===== config.mk =====
export PLATFORM = sky130hd
export DESIGN_NAME = vector_ex_mem_stage_flat
export DESIGN_NICKNAME = d
export VERILOG_FILES = /design/src/rtl/vector_pkg.sv /design/src/rtl/vector_ex_mem_stage_if.sv /design/src/rtl/vector_stage_entry.sv /design/src/rtl/vector_ex_mem_stage.sv /design/src/flat_wrapper.sv
export SDC_FILE = /design/constraint.sdc
export NUM_CORES = 1
export LEC_CHECK = 0
export BUFFER_PORTS_ARGS = -buffer_cell sky130_fd_sc_hd__clkbuf_2
export CORE_UTILIZATION = 47
export DETAILED_ROUTE_END_ITERATION = 16
export GPL_ROUTABILITY_DRIVEN = 0
export GPL_TIMING_DRIVEN = 0
export HOLD_SLACK_MARGIN = 0.06
export PLACE_DENSITY_LB_ADDON = 0.1
export SYNTH_ARGS = -nofsm -noshare
export SYNTH_HDL_FRONTEND = slang
export SYNTH_SLANG_ARGS = --single-unit

===== constraint.sdc =====
create_clock -name clk -period 1.7 [get_ports clk]
set_input_delay 0.425 -clock clk [delete_from_list [all_inputs] [get_ports clk]]
set_output_delay 0.425 -clock clk [all_outputs]
set_load 0.005 [all_outputs]

===== src/rtl/vector_pkg.sv =====
// Shared types and constants for the vector execute/memory pipeline boundary.
package vector_pkg;

    localparam int unsigned DATA_WIDTH = 8;
    localparam int unsigned LANES      = 6;
    localparam int unsigned REG_ADDR_W = 4;
    localparam int unsigned RES_W      = DATA_WIDTH * LANES;

    typedef logic [DATA_WIDTH-1:0] vec_lane_t;

    typedef struct packed {
        logic [REG_ADDR_W-1:0] dest;
        logic                  reg_write;
        logic                  mem_read;
        logic                  mem_write;
    } vec_wb_ctrl_t;

    typedef enum logic [1:0] {
        EMPTY = 2'd0,
        ONE   = 2'd1,
        FULL  = 2'd2
    } stage_state_t;

endpackage


===== src/rtl/vector_ex_mem_stage_if.sv =====
// Upstream beat, downstream head and forwarding bus of the EX/MEM boundary.
interface vector_ex_mem_stage_if;
    import vector_pkg::*;

    logic                  in_valid;
    logic                  in_ready;
    logic [RES_W-1:0]      in_result;
    logic [REG_ADDR_W-1:0] in_dest;
    logic                  in_reg_write;
    logic                  in_mem_read;
    logic                  in_mem_write;

    logic                  out_valid;
    logic                  out_ready;
    logic [RES_W-1:0]      out_result;
    logic [REG_ADDR_W-1:0] out_dest;
    logic                  out_reg_write;
    logic                  out_mem_read;
    logic                  out_mem_write;
    logic [LANES-1:0]      out_lane_zero;

    logic                  fwd_valid;
    logic [REG_ADDR_W-1:0] fwd_dest;
    logic [RES_W-1:0]      fwd_data;

    // master drives beats in and consumes the head; slave is the stage itself
    modport master (
        output in_valid, in_result, in_dest, in_reg_write, in_mem_read, in_mem_write,
        output out_ready,
        input  in_ready,
        input  out_valid, out_result, out_dest, out_reg_write, out_mem_read, out_mem_write,
        input  out_lane_zero, fwd_valid, fwd_dest, fwd_data
    );

    modport slave (
        input  in_valid, in_result, in_dest, in_reg_write, in_mem_read, in_mem_write,
        input  out_ready,
        output in_ready,
        output out_valid, out_result, out_dest, out_reg_write, out_mem_read, out_mem_write,
        output out_lane_zero, fwd_valid, fwd_dest, fwd_data
    );
endinterface


===== src/rtl/vector_stage_entry.sv =====
// One storage slot of the skid buffer: load-enabled result + write-back control.
module vector_stage_entry
    import vector_pkg::*;
(
    input  logic             clk,
    input  logic             rst_n,
    input  logic             i_load,
    input  logic [RES_W-1:0] i_result,
    input  vec_wb_ctrl_t     i_ctrl,
    output logic [RES_W-1:0] o_result,
    output vec_wb_ctrl_t     o_ctrl
);

    logic [RES_W-1:0] r_result;
    vec_wb_ctrl_t     r_ctrl;

    always_ff @(posedge clk or negedge rst_n) begin
        if (!rst_n) begin
            r_result <= '0;
            r_ctrl   <= '0;
        end else if (i_load) begin
            r_result <= i_result;
            r_ctrl   <= i_ctrl;
        end
    end

    assign o_result = r_result;
    assign o_ctrl   = r_ctrl;

endmodule


===== src/rtl/vector_ex_mem_stage.sv =====
// EX/MEM pipeline register with a 2-entry skid buffer, flush and operand forwarding.
module vector_ex_mem_stage
    import vector_pkg::*;
(
    input  logic                   clk,
    input  logic                   rst_n,
    input  logic                   flush,
    vector_ex_mem_stage_if.slave   bus
);

    stage_state_t     r_state;
    stage_state_t     w_state_next;
    logic             r_in_ready;
    logic             w_push;
    logic             w_pop;
    logic             w_head_load;
    logic             w_skid_load;
    logic             w_head_from_skid;
    logic [RES_W-1:0] w_head_result;
    logic [RES_W-1:0] w_skid_result;
    logic [RES_W-1:0] w_head_din_result;
    vec_wb_ctrl_t     w_head_ctrl;
    vec_wb_ctrl_t     w_skid_ctrl;
    vec_wb_ctrl_t     w_in_ctrl;
    vec_wb_ctrl_t     w_head_din_ctrl;
    vec_lane_t        w_head_lanes [LANES];
    logic [LANES-1:0] w_lane_zero;

    assign w_in_ctrl = '{dest:      bus.in_dest,
                         reg_write: bus.in_reg_write,
                         mem_read:  bus.in_mem_read,
                         mem_write: bus.in_mem_write};

    assign w_push = bus.in_valid & r_in_ready;
    assign w_pop  = (r_state != EMPTY) & bus.out_ready;

    always_comb begin
        w_state_next     = r_state;
        w_head_load      = 1'b0;
        w_skid_load      = 1'b0;
        w_head_from_skid = 1'b0;
        case (r_state)
            EMPTY: begin
                if (w_push) begin
                    w_state_next = ONE;
                    w_head_load  = 1'b1;
                end
            end
            ONE: begin
                if (w_push && w_pop) begin
                    w_head_load = 1'b1;
                end else if (w_push) begin
                    w_state_next = FULL;
                    w_skid_load  = 1'b1;
                end else if (w_pop) begin
                    w_state_next = EMPTY;
                end
            end
            FULL: begin
                if (w_pop) begin
                    w_state_next     = ONE;
                    w_head_load      = 1'b1;
                    w_head_from_skid = 1'b1;
                end
            end
            default: w_state_next = EMPTY;
        endcase
        // flush wins over any simultaneous push/pop; the incoming beat is dropped
        if (flush) begin
            w_state_next = EMPTY;
            w_head_load  = 1'b0;
            w_skid_load  = 1'b0;
        end
    end

    always_ff @(posedge clk or negedge rst_n) begin
        if (!rst_n) begin
            r_state    <= EMPTY;
            r_in_ready <= 1'b1;
        end else begin
            r_state    <= w_state_next;
            r_in_ready <= (w_state_next != FULL);
        end
    end

    assign w_head_din_result = w_head_from_skid ? w_skid_result : bus.in_result;
    assign w_head_din_ctrl   = w_head_from_skid ? w_skid_ctrl   : w_in_ctrl;

    vector_stage_entry u_head (
        .clk      (clk),
        .rst_n    (rst_n),
        .i_load   (w_head_load),
        .i_result (w_head_din_result),
        .i_ctrl   (w_head_din_ctrl),
        .o_result (w_head_result),
        .o_ctrl   (w_head_ctrl)
    );

    vector_stage_entry u_skid (
        .clk      (clk),
        .rst_n    (rst_n),
        .i_load   (w_skid_load),
        .i_result (bus.in_result),
        .i_ctrl   (w_in_ctrl),
        .o_result (w_skid_result),
        .o_ctrl   (w_skid_ctrl)
    );

    for (genvar gi = 0; gi < LANES; gi++) begin : g_lane
        assign w_head_lanes[gi] = w_head_result[gi*DATA_WIDTH +: DATA_WIDTH];
    end

    // lane-zero flags only mean something for a valid head, so they read 0 when empty
    always_comb begin
        w_lane_zero = '0;
        for (int i = 0; i < LANES; i++) begin
            w_lane_zero[i] = (r_state != EMPTY) && (w_head_lanes[i] == '0);
        end
    end

    assign bus.in_ready      = r_in_ready;
    assign bus.out_valid     = (r_state != EMPTY);
    assign bus.out_result    = w_head_result;
    assign bus.out_dest      = w_head_ctrl.dest;
    assign bus.out_reg_write = w_head_ctrl.reg_write;
    assign bus.out_mem_read  = w_head_ctrl.mem_read;
    assign bus.out_mem_write = w_head_ctrl.mem_write;
    assign bus.out_lane_zero = w_lane_zero;

    always_comb begin
        bus.fwd_valid = 1'b0;
        bus.fwd_dest  = '0;
        bus.fwd_data  = '0;
        case (r_state)
            ONE: begin
                bus.fwd_valid = w_head_ctrl.reg_write;
                bus.fwd_dest  = w_head_ctrl.dest;
                bus.fwd_data  = w_head_result;
            end
            FULL: begin
                bus.fwd_valid = w_skid_ctrl.reg_write;
                bus.fwd_dest  = w_skid_ctrl.dest;
                bus.fwd_data  = w_skid_result;
            end
            default: ;
        endcase
    end

endmodule


===== src/flat_wrapper.sv =====
// flat-port wrapper written by rule: the top's interface ports become plain ports
module vector_ex_mem_stage_flat import vector_pkg::*;
  (clk, rst_n, flush, bus_in_valid, bus_in_result, bus_in_dest, bus_in_reg_write, bus_in_mem_read, bus_in_mem_write, bus_out_ready, bus_in_ready, bus_out_valid, bus_out_result, bus_out_dest, bus_out_reg_write, bus_out_mem_read, bus_out_mem_write, bus_out_lane_zero, bus_fwd_valid, bus_fwd_dest, bus_fwd_data);
  vector_ex_mem_stage_if bus_i ();
  input  logic clk;
  input  logic rst_n;
  input  logic flush;
  input wire logic [$bits(bus_i.in_valid)-1:0] bus_in_valid;
  input wire logic [$bits(bus_i.in_result)-1:0] bus_in_result;
  input wire logic [$bits(bus_i.in_dest)-1:0] bus_in_dest;
  input wire logic [$bits(bus_i.in_reg_write)-1:0] bus_in_reg_write;
  input wire logic [$bits(bus_i.in_mem_read)-1:0] bus_in_mem_read;
  input wire logic [$bits(bus_i.in_mem_write)-1:0] bus_in_mem_write;
  input wire logic [$bits(bus_i.out_ready)-1:0] bus_out_ready;
  output wire logic [$bits(bus_i.in_ready)-1:0] bus_in_ready;
  output wire logic [$bits(bus_i.out_valid)-1:0] bus_out_valid;
  output wire logic [$bits(bus_i.out_result)-1:0] bus_out_result;
  output wire logic [$bits(bus_i.out_dest)-1:0] bus_out_dest;
  output wire logic [$bits(bus_i.out_reg_write)-1:0] bus_out_reg_write;
  output wire logic [$bits(bus_i.out_mem_read)-1:0] bus_out_mem_read;
  output wire logic [$bits(bus_i.out_mem_write)-1:0] bus_out_mem_write;
  output wire logic [$bits(bus_i.out_lane_zero)-1:0] bus_out_lane_zero;
  output wire logic [$bits(bus_i.fwd_valid)-1:0] bus_fwd_valid;
  output wire logic [$bits(bus_i.fwd_dest)-1:0] bus_fwd_dest;
  output wire logic [$bits(bus_i.fwd_data)-1:0] bus_fwd_data;
  assign bus_i.in_valid = bus_in_valid;
  assign bus_i.in_result = bus_in_result;
  assign bus_i.in_dest = bus_in_dest;
  assign bus_i.in_reg_write = bus_in_reg_write;
  assign bus_i.in_mem_read = bus_in_mem_read;
  assign bus_i.in_mem_write = bus_in_mem_write;
  assign bus_i.out_ready = bus_out_ready;
  assign bus_in_ready = bus_i.in_ready;
  assign bus_out_valid = bus_i.out_valid;
  assign bus_out_result = bus_i.out_result;
  assign bus_out_dest = bus_i.out_dest;
  assign bus_out_reg_write = bus_i.out_reg_write;
  assign bus_out_mem_read = bus_i.out_mem_read;
  assign bus_out_mem_write = bus_i.out_mem_write;
  assign bus_out_lane_zero = bus_i.out_lane_zero;
  assign bus_fwd_valid = bus_i.fwd_valid;
  assign bus_fwd_dest = bus_i.fwd_dest;
  assign bus_fwd_data = bus_i.fwd_data;
  vector_ex_mem_stage u_core (.clk(clk), .rst_n(rst_n), .flush(flush), .bus(bus_i));
endmodule

==> results of run 1 <==
-- repair_timing --
item | 4_1_cts | 5_1_grt
buffers inserted | 28 | 23
endpoints found under the setup margin | 173 | 173
cloned | 21 | 3
gates resized for setup | 220 | 81
pin swaps | 7 | 14
-- power groups by stage --
stage               combinational, W  clock (W)  sequential (W)
global placement             0.00336          0         0.00490
finish                       0.00550    0.00336         0.00532
detailed placement           0.00347          0         0.00498
CTS                          0.00512    0.00337         0.00520
floorplan                    0.00209          0         0.00477
global route                 0.00586    0.00349         0.00548
-- metrics by stage --
stage	area, sq um	hold slack (ps)	setup TNS [ps]	utilization
6_report	9465	127.1	-75270	0.7913
5_1_grt	9465	234.1	-80130	0.7913
4_1_cts	9106	188.0	-64630	0.7613
3_5_place_dp	6868	507.8	-57800	0.5742
3_3_place_gp	6859	488.4	-216220	0.5734
2_1_floorplan	5799	129.4	-1119	-
-- registers in the layout (all words and copies together) (netlist names) --
| name | cells |
|---|---|
| u_core.u_head.o_result | 48 |
| u_core.u_skid.o_result | 48 |
| u_core.u_head.o_ctrl | 7 |
| u_core.u_skid.o_ctrl | 7 |
| u_core.r_state | 2 |
| u_core.bus.in_ready | 1 |
-- how the worst max path moves through the flow --
stage / startpoint / to / slack (ps) / cells after the start
2_1_floorplan: u_core.r_state[0]$_DFF_PN0_ / bus_fwd_data[16] / -60 / 6
3_3_place_gp: rst_n / u_core.u_skid.o_result[3]$_DFFE_PN0P_ / -1470 / 1
4_1_cts: u_core.r_state[0]$_DFF_PN0_ / bus_out_lane_zero[0] / -570 / 7
6_report: u_core.r_state[0]$_DFF_PN0_ / bus_fwd_data[10] / -660 / 7
5_1_grt: u_core.r_state[0]$_DFF_PN0_ / bus_out_lane_zero[1] / -710 / 7
3_5_place_dp: u_core.r_state[0]$_DFF_PN0_ / bus_fwd_data[35] / -570 / 7
-- final cells by class --
cell class | instances | area, sq um | share of cell area
plain buffers | 32 | 486.7 | 0.05142
clock buffers | 25 | 495.5 | 0.05235
repair buffers | 246 | 2024 | 0.2139
clock inverters | 6 | 55.05 | 0.005816
flip-flops and latches | 113 | 2829 | 0.2989
well taps | 147 | 183.9 | 0.01943
inverters | 3 | 13.76 | 0.001454
multi-input cells | 375 | 3377 | 0.3568
-- per-layer routing --
| metal | track usage | wire (um) | part of all wire | up-vias |
|---|---|---|---|---|
| li1 | - | - | - | 2431 |
| met1 | 0.3838 | 8154 | 0.40 | 2727 |
| met2 | 0.5156 | 10330 | 0.51 | 239 |
| met3 | 0.06641 | 1043 | 0.052 | 56 |
| met4 | 0.1440 | 691 | 0.034 | 0 |
| met5 | 0 | 0 | 0 | - |
-- logic make-up (layout without fill, tap and decap cells) --
| kind of cell | count (synthesis) | in the layout | synth area share |
|---|---|---|---|
| xor+xnor | 1 | 1 | 0.001525 |
| compound gates | 116 | 116 | 0.1272 |
| simple gates | 144 | 144 | 0.1272 |
| buf+inv | 45 | 312 | 0.03942 |
| fa+ha+maj | 4 | 4 | 0.008711 |
| mux | 110 | 110 | 0.2036 |
| flops | 113 | 113 | 0.4924 |
-- Yosys cell counts --
master | n | area, sq um
dfrtp_1 | 112 | 2803
nor2_1 | 61 | 229.0
a21oi_1 | 56 | 280.3
mux2_2 | 55 | 619.3
mux2i_1 | 55 | 550.5
nor2b_1 | 54 | 337.8
a22oi_1 | 53 | 397.9
buf_2 | 16 | 80.08
clkbuf_1 | 13 | 48.80
nor4_1 | 12 | 75.07
buf_4 | 10 | 75.07
nand2_1 | 8 | 30.03
ha_1 | 4 | 50.05
buf_1 | 3 | 11.26
inv_1 | 3 | 11.26
and2_1 | 2 | 12.51
o21ai_0 | 2 | 10.01
a2111oi_1 | 1 | 10.01
a21boi_1 | 1 | 7.510
a311oi_1 | 1 | 8.760
a32oi_1 | 1 | 8.760
and4b_1 | 1 | 10.01
dfstp_2 | 1 | 26.28
nand2b_1 | 1 | 6.260
nand3_1 | 1 | 5.000
nand3b_1 | 1 | 7.510
nand4_1 | 1 | 6.260
nor3_1 | 1 | 5.000
o31ai_1 | 1 | 7.510
or3_1 | 1 | 6.260
xnor2_1 | 1 | 8.760
-- worst max-delay path, stage by stage (launching register included) --
cell and delay [ps]:
dfrtp_1 410, buf_4 150, ha_4 180, clkbuf_16 200, clkbuf_16 160, a22oi_2 70, nor2b_1 190, clkbuf_2 150
==> metrics.txt, run 1 <==
status=complete, but fails checks; failing checks=setup timing; most common cell after layout, fill and taps aside=clkbuf_2; relative slew slack=0.3715; Max VDD drop=0.9457 mV; Pwr Density=1498 nW/um^2; Yosys warning count=0; core area=11960 sq um; Hold/Removal Path Class=primary input to async pin; sequential share of power=0.375; gr ovfl total=0; # fillers=707; total of max-cap violations=0; Vias=5453; Clock transition at path regs=60 ps; H-tree depth=4; DP Worst Slack=-566.1 ps; IO Pins=176; Clock power frac=0.237; crit path DAT=1930 ps; nets=852; skew final=9.653 ps; Seq/Total Area, Yosys=0.4924; fmax=423.8 MHz; sw power=0.004869 W; TritonCTS clock tree=yes; Switching Share=0.3433; post-cts hold buffer count=0; type of the worst setup path=register to primary output; root buffer cell=clkbuf_16; Starting DRT DRC Count=334; dpl cells=855; Max Slew Vio Count=0; first-pass GRT wire length=29900 um; Initial Utilization=0.4803; largest net degree at the start of global routing=114; Worst-Margin Slew=942.7 ps; Crit Path Max Fanout=7; Setup crit end kind=primary output; fin crit period=2359 ps; final WL=20220 um; die width=112.6 um; Power Total=0.01418 W; vias in the first global route=5587; Tot GR Track Use=0.3091; R2R setup slack=-530 ps; Int Pwr=0.009313 W; Mapped Cells=533; Worst R2R Start=u_core.r_state[0]$_DFF_PN0_; post-synthesis register bit count=113; CP required=1270 ps; Post-Syn Area per Cell=10.78 sq um; Die Ht=112.6 um; final std cells w/o fill=947; layout cell share with drive strength beyond 1=0.5613; Post-DRT Antenna Nets=0; via density per instance=5.758; post-synth cell types=31; combinational fraction of design power=0.388; most frequent cells in the layout=169 x clkbuf_2, 112 x dfrtp_1, 59 x nor2_1; die area=12670 sq um; detailed-route DRC error count=0; Skew-Pair Late Insertion Delay=420 ps; Final setup viols=173; post-synthesis instance area=5746 sq um; unrepaired setup endpoints after global routing=yes; Area growth, synth to finish=64.74%; Port Buffer Count=175; R2R depth=12; leak pwr=4.487 nW; Clock Sinks=113; PnR worst setup slack=-659.3 ps; diode count=0; # rows=40; crit share post-route=1.388; Fin. Hold Viols=0; Synth Net Count=597; startpoint types=register; Final HPWL DP=10690 um; RR Endpoint=u_core.u_head.o_result[10]$_DFFE_PN0P_; initial antenna violation count=0; TritonRoute pass-1 iters=5; cts bufs inserted=17; wire length per cell=21.35 um; CTS Buffer Depth=2
Note: power is estimated with default switching activity, not from simulation.
==> inputs of run 2 (changes only) <==
==> constraint.sdc (replaced) <==
create_clock -name clk -period 1.7 [get_ports clk]
set_input_delay 0.255 -clock clk [delete_from_list [all_inputs] [get_ports clk]]
set_output_delay 0.255 -clock clk [all_outputs]
set_load 0.005 [all_outputs]
==> run 2 against run 1 <==
Net effect:
- the flow still finishes with violations (setup timing)
- worst setup slack gained 260 ps
- power down 8.5%
- clock power is essentially flat
- critical endpoint is now bus_fwd_data[6]
- highest routed layer unchanged
==> metrics.txt, run 2 (synthesis gave the netlist of run 1 again) <==
status=complete, but fails checks; failing checks=setup timing; Post-DRT Antenna Nets=0 (unchanged); initial antenna violation count=0 (unchanged); type of the worst setup path=register to primary output; Crit-path slowest cell=dfrtp_2; # rows=40 (unchanged); Initial Utilization=0.4803 (unchanged); relative slew slack=0.3809 (+0.009440); Clock transition at path regs=50 ps (about the same); CTS Buffer Depth=2 (unchanged); Pwr Density=1519 nW/um^2 (+1.4%); Vias=5167 (-5.2%); TritonCTS clock tree=yes; first-pass GRT wire length=26630 um (-11%); die width=112.6 um (unchanged); Max Slew Vio Count=0 (unchanged); layout cell share with drive strength beyond 1=0.5262 (-0.03507); Hold/Removal Path Class=primary input to register; Port Buffer Count=175 (unchanged); largest net degree at the start of global routing=114 (unchanged); unrepaired setup endpoints after global routing=yes; most frequent CP cell=clkbuf_16; WHS=82.33 ps (-44.73 ps); crit path DAT=1840 ps (-90 ps); total of max-cap violations=0 (unchanged); Clock Sinks=113 (unchanged); detailed-route DRC error count=0 (unchanged); Worst-Margin Slew=928.6 ps (-14.16 ps); most common cell after layout, fill and taps aside=clkbuf_2; crit share post-route=1.235 (-0.1529); Skew-Pair Late Insertion Delay=420 ps (about the same); most frequent cells in the layout=168 x clkbuf_2, 110 x dfrtp_1, 61 x nor2_1; CP top delay family=buffers and inverters; Area growth, synth to finish=48.67%; final WL=17030 um (-16%); PnR worst setup slack=-399.4 ps (+259.9 ps); Power Total=0.01298 W (-8.5%); nets=815 (-4.3%); Final HPWL DP=10660 um (-0.29%); Max VDD drop=0.7577 mV (-20%); Fin. Hold Viols=0 (unchanged); gr ovfl total=0 (unchanged); fin crit period=2099 ps (-259.9 ps); Final setup viols=173 (unchanged); wire length per cell=18.70 um (-12%); Tot GR Track Use=0.2750 (-0.03407); Die Ht=112.6 um (unchanged); vias in the first global route=5119 (-8.4%); diode count=0 (unchanged); root buffer cell=clkbuf_16; TritonRoute pass-1 iters=4 (-1); cts bufs inserted=17 (unchanged); die area=12670 sq um (unchanged); Starting DRT DRC Count=337 (+0.90%); core area=11960 sq um (unchanged); startpoint types=register; via density per instance=5.672 (-1.5%); Setup crit end kind=primary output; largest stage delay on the critical path=420 ps (about the same); H-tree depth=4 (unchanged); fmax=476.3 MHz (+12%); worst path bufs/invs=4 (unchanged); skew final=4.806 ps (-4.847 ps); critical-path cell list=buf_6 > ha_4 > clkbuf_16 > clkbuf_16 > a22oi_2 > nor2b_1 > clkbuf_2; Crit Path Max Fanout=6 (-1); CP required=1440 ps (+170 ps); IO Pins=176 (unchanged); leak pwr=4.043 nW (-9.9%)
==> run 2: repair_timing <==
action	in CTS	in global routing
hold endpoints to repair	112	0
gates cloned	6	4
pin swaps	6	8
hold buffers	1	0
buffers inserted	11	2
endpoints found under the setup margin	173	173
gates resized for setup	156	50
==> run 2: per-stage QoR <==
stage / cell area, sq um / setup WS, ps / cells / util / TNS (ps)
after floorplan: 5763 / -18.73 / 533 / - / -1323
after global placement: 6823 / -1308 / 855 / 0.5704 / -209610
after detailed placement: 6832 / -620.1 / 855 / 0.5711 / -68470
after CTS: 8280 / -401.0 / 905 / 0.6923 / -45470
after global routing: 8542 / -448.3 / 911 / 0.7141 / -58520
final: 8542 / -399.4 / 911 / 0.7141 / -46530
==> run 2: final timing paths <==
check / endpoint / startpoint / slack, ps / depth (start not counted)
max: bus_fwd_data[6] / u_core.r_state[0]$_DFF_PN0_ / -400 / 7
min: u_core.u_skid.o_result[4]$_DFFE_PN0P_ / bus_in_result[4] / 80 / 2
max reg2reg: u_core.u_head.o_result[24]$_DFFE_PN0P_ / u_core.r_state[0]$_DFF_PN0_ / -360 / 10
min reg2reg: u_core.u_skid.o_ctrl[1]$_DFFE_PN0P_ / u_core.u_skid.o_ctrl[1]$_DFFE_PN0P_ / 520 / 1
max in group asynchronous: u_core.u_head.o_result[47]$_DFFE_PN0P_ / rst_n / 460 / 2
min in group asynchronous: u_core.u_head.o_result[30]$_DFFE_PN0P_ / rst_n / 500 / 2
==> run 2: power breakdown <==
part	switching (W)	internal [W]
clock	0.00118	0.00216
combinational	0.00188	0.00253
sequential	0.00134	0.00389
==> run 2: area by class of cell <==
cell class,instances,area (sq um)
multi-input combinational,375,3129
clock buffer,28,546.8
timing repair buffer,199,1201
clock inverter,4,20.02
inverter,3,11.26
tap,147,183.9
buffer,42,618.1
sequential,113,2831
fill,883,3420
==> run 2: routing by layer <==
layer,global-route usage,vias up,wire length [um]
li1,-,2365,-
met5,0,-,0
met4,0.1164,0,439
met1,0.3436,2573,7194
met3,0.06533,36,930
met2,0.4572,193,8469
